===== src/rtl/lcd_ram_scanner_if.sv =====
// RAM read port between the character RAM and the LCD scanner.
// Read data is valid one clk2 edge after the edge that sampled ram_rd.
interface lcd_ram_scanner_if;
    logic       ram_rd;
    logic [7:0] ram_addr;
    logic [7:0] ram_data;

    modport master (
        output ram_rd,
        output ram_addr,
        input  ram_data
    );

    modport slave (
        input  ram_rd,
        input  ram_addr,
        output ram_data
    );
endinterface


===== src/rtl/lcd_ram_scanner.sv =====
// Scans 32 character bytes from RAM onto a 16x2 HD44780 LCD bus.
// Runs the power-on init once, then one full refresh per start pulse.
module lcd_ram_scanner #(
    parameter logic [7:0]  BASE_ADDR = 8'h00,
    parameter int unsigned T_PWR     = 750000,
    parameter int unsigned T_EN      = 12,
    parameter int unsigned T_CMD     = 2500,
    parameter int unsigned T_CLR     = 82000
) (
    input  logic               clk2,
    input  logic               rst,
    input  logic               start,
    lcd_ram_scanner_if.master  ram,
    output logic               lcd_rs,
    output logic               lcd_rw,
    output logic               lcd_e,
    output logic [7:0]         lcd_db,
    output logic               busy,
    output logic               frame_done
);

    localparam int unsigned T_A   = (T_PWR > T_CLR) ? T_PWR : T_CLR;
    localparam int unsigned T_B   = (T_A > T_CMD) ? T_A : T_CMD;
    localparam int unsigned T_MAX = (T_B > T_EN) ? T_B : T_EN;
    localparam int          CW    = $clog2(T_MAX + 1);

    typedef enum logic [3:0] {
        PWR_WAIT,
        INIT,
        IDLE,
        LINE_CMD,
        FETCH,
        CAPTURE,
        SETUP,
        E_HIGH,
        E_WAIT,
        DONE
    } state_t;

    state_t          r_state;
    state_t          r_ret;
    logic [CW-1:0]   r_cnt;
    logic [1:0]      r_init_idx;
    logic            r_line;
    logic [3:0]      r_col;
    logic            r_ram_rd;
    logic [7:0]      r_ram_addr;
    logic            r_rs;
    logic            r_e;
    logic [7:0]      r_db;
    logic            r_busy;
    logic            r_done;

    logic [CW-1:0]   w_wait_end;
    logic [7:0]      w_next_cmd;

    // Only the clear command (rs=0) needs the long settle time
    assign w_wait_end = (!r_rs && r_db == 8'h01) ? CW'(T_CLR - 1)
                                                  : CW'(T_CMD - 1);

    always_comb begin
        w_next_cmd = 8'h38;
        unique case (r_init_idx)
            2'd0:    w_next_cmd = 8'h0C;
            2'd1:    w_next_cmd = 8'h01;
            2'd2:    w_next_cmd = 8'h06;
            default: w_next_cmd = 8'h38;
        endcase
    end

    always_ff @(posedge clk2) begin
        if (!rst) begin
            r_state    <= PWR_WAIT;
            r_ret      <= INIT;
            r_cnt      <= '0;
            r_init_idx <= 2'd0;
            r_line     <= 1'b0;
            r_col      <= 4'd0;
            r_ram_rd   <= 1'b0;
            r_ram_addr <= BASE_ADDR;
            r_rs       <= 1'b0;
            r_e        <= 1'b0;
            r_db       <= 8'h00;
            r_busy     <= 1'b1;
            r_done     <= 1'b0;
        end else begin
            r_done <= 1'b0;
            unique case (r_state)
                PWR_WAIT: begin
                    if (r_cnt == CW'(T_PWR - 1)) begin
                        r_cnt      <= '0;
                        r_init_idx <= 2'd0;
                        r_db       <= 8'h38;
                        r_rs       <= 1'b0;
                        r_ret      <= INIT;
                        r_state    <= SETUP;
                    end else begin
                        r_cnt <= r_cnt + 1'b1;
                    end
                end
                IDLE: begin
                    if (start) begin
                        r_busy  <= 1'b1;
                        r_line  <= 1'b0;
                        r_col   <= 4'd0;
                        r_state <= LINE_CMD;
                    end
                end
                LINE_CMD: begin
                    r_db    <= r_line ? 8'hC0 : 8'h80;
                    r_rs    <= 1'b0;
                    r_ret   <= LINE_CMD;
                    r_state <= SETUP;
                end
                FETCH: begin
                    r_ram_rd <= 1'b0;
                    r_state  <= CAPTURE;
                end
                CAPTURE: begin
                    r_db    <= ram.ram_data;
                    r_rs    <= 1'b1;
                    r_ret   <= CAPTURE;
                    r_state <= SETUP;
                end
                SETUP: begin
                    r_e     <= 1'b1;
                    r_cnt   <= '0;
                    r_state <= E_HIGH;
                end
                E_HIGH: begin
                    if (r_cnt == CW'(T_EN - 1)) begin
                        r_e     <= 1'b0;
                        r_cnt   <= '0;
                        r_state <= E_WAIT;
                    end else begin
                        r_cnt <= r_cnt + 1'b1;
                    end
                end
                E_WAIT: begin
                    if (r_cnt == w_wait_end) begin
                        r_cnt <= '0;
                        // Return to whichever phase issued this transfer
                        unique case (r_ret)
                            INIT: begin
                                if (r_init_idx == 2'd3) begin
                                    r_busy  <= 1'b0;
                                    r_state <= IDLE;
                                end else begin
                                    r_init_idx <= r_init_idx + 2'd1;
                                    r_db       <= w_next_cmd;
                                    r_state    <= SETUP;
                                end
                            end
                            LINE_CMD: begin
                                r_ram_rd   <= 1'b1;
                                r_ram_addr <= BASE_ADDR
                                            + {3'b000, r_line, 4'h0};
                                r_state    <= FETCH;
                            end
                            default: begin
                                if (r_col != 4'hF) begin
                                    r_col      <= r_col + 4'd1;
                                    r_ram_rd   <= 1'b1;
                                    r_ram_addr <= BASE_ADDR
                                                + {3'b000, r_line,
                                                   r_col + 4'd1};
                                    r_state    <= FETCH;
                                end else if (!r_line) begin
                                    r_line  <= 1'b1;
                                    r_col   <= 4'd0;
                                    r_state <= LINE_CMD;
                                end else begin
                                    r_done  <= 1'b1;
                                    r_state <= DONE;
                                end
                            end
                        endcase
                    end else begin
                        r_cnt <= r_cnt + 1'b1;
                    end
                end
                DONE: begin
                    r_busy  <= 1'b0;
                    r_state <= IDLE;
                end
                default: r_state <= PWR_WAIT;
            endcase
        end
    end

    assign ram.ram_rd   = r_ram_rd;
    assign ram.ram_addr = r_ram_addr;
    assign lcd_rs       = r_rs;
    assign lcd_rw       = 1'b0;
    assign lcd_e        = r_e;
    assign lcd_db       = r_db;
    assign busy         = r_busy;
    assign frame_done   = r_done;

endmodule


===== src/flat_wrapper.sv =====
// flat-port wrapper written by rule: the top's interface ports become plain ports
module lcd_ram_scanner_flat 
#(
    parameter logic [7:0]  BASE_ADDR = 8'h00,
    parameter int unsigned T_PWR     = 750000,
    parameter int unsigned T_EN      = 12,
    parameter int unsigned T_CMD     = 2500,
    parameter int unsigned T_CLR     = 82000
)
  (clk2, rst, start, lcd_rs, lcd_rw, lcd_e, lcd_db, busy, frame_done, ram_ram_rd, ram_ram_addr, ram_ram_data);
  lcd_ram_scanner_if ram_i ();
  input  logic clk2;
  input  logic rst;
  input  logic start;
  output logic lcd_rs;
  output logic lcd_rw;
  output logic lcd_e;
  output logic [7:0] lcd_db;
  output logic busy;
  output logic frame_done;
  output wire logic [$bits(ram_i.ram_rd)-1:0] ram_ram_rd;
  output wire logic [$bits(ram_i.ram_addr)-1:0] ram_ram_addr;
  input wire logic [$bits(ram_i.ram_data)-1:0] ram_ram_data;
  assign ram_ram_rd = ram_i.ram_rd;
  assign ram_ram_addr = ram_i.ram_addr;
  assign ram_i.ram_data = ram_ram_data;
  lcd_ram_scanner #(.BASE_ADDR(BASE_ADDR), .T_PWR(T_PWR), .T_EN(T_EN), .T_CMD(T_CMD), .T_CLR(T_CLR)) u_core (.clk2(clk2), .rst(rst), .start(start), .ram(ram_i), .lcd_rs(lcd_rs), .lcd_rw(lcd_rw), .lcd_e(lcd_e), .lcd_db(lcd_db), .busy(busy), .frame_done(frame_done));
endmodule

===== config.mk =====
export PLATFORM = sky130hd
export DESIGN_NAME = lcd_ram_scanner_flat
export DESIGN_NICKNAME = d
export VERILOG_FILES = /design/src/rtl/lcd_ram_scanner_if.sv /design/src/rtl/lcd_ram_scanner.sv /design/src/flat_wrapper.sv
export SDC_FILE = /design/constraint.sdc
export NUM_CORES = 1
export LEC_CHECK = 0
export ABC_AREA = 1
export BUFFER_PORTS_ARGS = -buffer_cell sky130_fd_sc_hd__buf_4
export CAP_MARGIN = 25
export CORE_ASPECT_RATIO = 0.7
export CORE_MARGIN = 2
export CORE_UTILIZATION = 60
export DETAILED_ROUTE_END_ITERATION = 10
export GPL_TIMING_DRIVEN = 0
export PLACE_DENSITY = 0.86
export SLEW_MARGIN = 10
export SYNTH_ARGS = -nofsm -noshare
export SYNTH_HDL_FRONTEND = slang
export SYNTH_SLANG_ARGS = --single-unit

===== constraint.sdc =====
create_clock -name clk2 -period 2.92 [get_ports clk2]
set_clock_uncertainty 0.05 [all_clocks]
set_input_delay 0.146 -clock clk2 [delete_from_list [all_inputs] [get_ports clk2]]
set_output_delay 0.146 -clock clk2 [all_outputs]
set_load 0.1 [all_outputs]

==> flow_metrics.env <==
export IMPL_clk_latency_ns=0.31
export IMPL_die_w_um=91.8
export IMPL_min_path_type="in -> reg"
export IMPL_via_per_inst=5.82
export IMPL_relSlewSlack=0.573
export IMPL_wl_per_cell_um=15.1
export IMPL_pwr_share_comb=0.534
export IMPL_status="finished clean"
export IMPL_areaGrowthSynthToFinish_pct=12.9
export IMPL_syn_inst=484
export IMPL_clock_path_buffers=2
export IMPL_critPathCaptureType="register"
export IMPL_die_h_um=65.5
export IMPL_path_class="reg -> reg"
export IMPL_io_pins=33
export IMPL_die_area_sq_um=6010
export IMPL_power_switching_mw=1.52
export IMPL_setup_tns_ns=0
export IMPL_gp_congestion=1.02
export IMPL_antenna_found_initial=0
export IMPL_ys_ff_latch=50
export IMPL_seq_area_sq_um=1000
export IMPL_multi_input_area_sq_um=1830
export IMPL_start_util=0.620
export IMPL_pre_cts_slack_ns=0.837
export IMPL_finalWirelength_mm=8.95
export IMPL_cts_resized=0
export IMPL_coreArea_sq_um=5230
export IMPL_synth_cell_types=42
export IMPL_worst_setup_path_start_kind="register"
export IMPL_yosysTopAreaCellShare=0.309
export IMPL_overflow=0
export IMPL_drtIter0Drc=502
export IMPL_fin_crit_ns=2.13
export IMPL_diodes=0
export IMPL_syn_mean_instance_area_sq_um=6.70
export IMPL_dr_pass1_iters=5
export IMPL_holdWs_ns=0.0466
export IMPL_grt_total_usage=0.309
export IMPL_vias=3459
export IMPL_core_rowCount=22
export IMPL_worstPathMaxFanout=10
export IMPL_finalHoldViolations=0
export IMPL_fin_ws_ns=0.792
export IMPL_drv_cap=0
export IMPL_hold_path_depth=3
export IMPL_synth_seq_area_share=0.309
export IMPL_synthTopCellsByArea="dfxtp_1 (31%), nand2_1 (11%), inv_1 (7.4%), a21oi_1 (6.8%), nor2_1 (6.4%)"
export IMPL_slew_viol_final=0
export IMPL_layout_drive_gt1_share=0.167
export IMPL_fin_area_sq_um=3660
export IMPL_worst_pin_slew_ns=0.640
export IMPL_cts_buffers=5
export IMPL_holdPathEnd="u_core.lcd_db[5]"
export IMPL_postRouteAntennaNets=0
export IMPL_hp_start="ram_ram_data[5]"
export IMPL_post_route_period_util=0.729
export IMPL_clkTransAtPathRegs_ns=0.10
export IMPL_p_sw_frac=0.506
export IMPL_root_buffer="clkbuf_8"
export IMPL_fin_nets=539
export IMPL_cp_required_ns=3.04
export IMPL_finalCoreUtilization=0.700
export IMPL_p_leak_nw=1.54
export IMPL_grt_pass1_wl_mm=14.6
export IMPL_cts_setup_buffers=0
export IMPL_grt_pass1_vias=3001
export IMPL_hpwl_mm=6.81
export IMPL_p_clk_frac=0.168
export IMPL_r2r_start="u_core.r_cnt[0]"
export IMPL_cp_arrival_ns=2.25
export IMPL_cts_hold_buf=0
export IMPL_post_dp_cell_area_sq_um=3540
export IMPL_ir_drop_mv=0.835
export IMPL_rsz0062_at_grt="false"
export IMPL_synth_top_area_cell="dfxtp_1"
export IMPL_reg2reg_to="u_core.r_cnt[3]"
export IMPL_drcViolationCount=0
export IMPL_p_int_mw=1.48
export IMPL_p_per_area_nw_per_um2=821
export IMPL_synth_area_sq_um=3240
export IMPL_io_buffer_count=27
export IMPL_ff2ff_setup_slack_ns=0.79
export IMPL_fillers=447
export IMPL_fmax_mhz=470
export IMPL_numClockSinks=50
export IMPL_grt_max_degree=17
export IMPL_synth_warning_count=0
export IMPL_htreeDepth=2
export IMPL_ff2ff_path_depth=11
export IMPL_setup_viol_count_final=0
export IMPL_seqPwrFrac=0.299
export IMPL_cts_tree="yes"
## metal layers
layer | vias to the layer above | GRT usage | wire length [um]
met2 | 221 | 0.453 | 3650
met4 | 0 | 0.0653 | 75
li1 | 1643 | - | -
met5 | - | 0 | 0
met1 | 1581 | 0.470 | 4200
met3 | 14 | 0.0596 | 1030
## cells in the mapped netlist (all sizes together)
master,count
a211oi,2
o21ai,25
nand4,22
clkinv,1
nand2,101
nand3,44
xor2,9
clkbuf,4
xnor2,1
buf,14
o2111ai,1
conb,1
nor3,13
nor4,1
inv,71
or2,4
dfxtp,50
ha,7
nor2,61
a21oi,45
nand3b,3
a211o,1
a31oi,1
a22o,2
## kinds of logic (layout without fill, tap and decap cells)
group,Yosys count,after routing,synth area share
other cells,1,4,0.00116
flops,50,50,0.309
fa+ha+maj,7,7,0.0270
compound gates,77,77,0.127
xor+xnor,10,10,0.0270
simple gates,249,249,0.380
buf+inv,90,125,0.129
## layout make-up
| type | instances | area share |
|---|---|---|
| Tap cell | 72 | 0.0246 |
| Clock inverter | 3 | 0.0123 |
| Multi-Input combinational cell | 347 | 0.501 |
| Buffer | 18 | 0.0393 |
| Timing Repair Buffer | 27 | 0.0554 |
| Clock buffer | 5 | 0.0188 |
| Inverter | 72 | 0.0749 |
| Sequential cell | 50 | 0.274 |
## flip-flops by register name (all words and copies together) (netlist names)
signal	flops
u_core.r_cnt	20
u_core.lcd_db	8
u_core.ram.ram_addr	5
u_core.r_col	4
u_core.r_state	4
u_core.r_init_idx	2
u_core.r_ret	2
u_core.busy	1
u_core.frame_done	1
u_core.lcd_e	1
u_core.r_line	1
u_core.ram.ram_rd	1
## power groups by stage
stage          Clock [mW]  Sequential (mW)  Combinational [mW]
3_5_place_dp            0            0.906                1.56
2_1_floorplan           0             1.21               0.914
4_1_cts             0.507            0.893                1.57
3_3_place_gp            0            0.903                1.53
6_report            0.504            0.897                1.60
5_1_grt             0.532            0.908                1.73
## critical path, cell delays in order, from the launching register on
cell     delay, ns
dfxtp_1       0.37
ha_1          0.15
buf_2         0.20
nand3_1       0.15
nor3_4        0.26
nand3_4       0.15
nand2_4       0.11
buf_12        0.13
nand2_2       0.07
buf_6         0.16
nand4_1       0.10
a21oi_1       0.10
## cells in the final DEF, fill, tap and decap left out, types with 7 or more instances in the layout
| cell type | count |
|---|---|
| a21oi_1 | 44 |
| buf_4 | 32 |
| dfxtp_1 | 50 |
| ha_1 | 7 |
| inv_1 | 64 |
| nand2_1 | 93 |
| nand3_1 | 38 |
| nand4_1 | 22 |
| nor2_1 | 55 |
| nor3_1 | 8 |
| o21ai_0 | 20 |
| xor2_1 | 9 |
## through the flow
stage / power, mW / std cells
floorplan: 2.12 / 487
global placement: 2.43 / 586
detailed placement: 2.47 / 586
CTS: 2.97 / 594
global route: 3.17 / 594
finish: 3.00 / 594
## how the worst max path moves through the flow
stage	startpoint	to	slack (ns)	cells after the start
detailed placement	u_core.r_cnt[0]	u_core.r_cnt[3]	0.84	11
floorplan	u_core.r_ret[2]	u_core.r_cnt[13]	0.59	13
finish	u_core.r_cnt[0]	u_core.r_cnt[3]	0.79	11
CTS	u_core.r_cnt[0]	u_core.r_cnt[3]	0.78	11
global placement	u_core.r_cnt[0]	u_core.r_cnt[11]	0.88	11
global route	u_core.r_cnt[0]	u_core.r_state[1]	0.68	10
(Power assumes the default switching activity.)
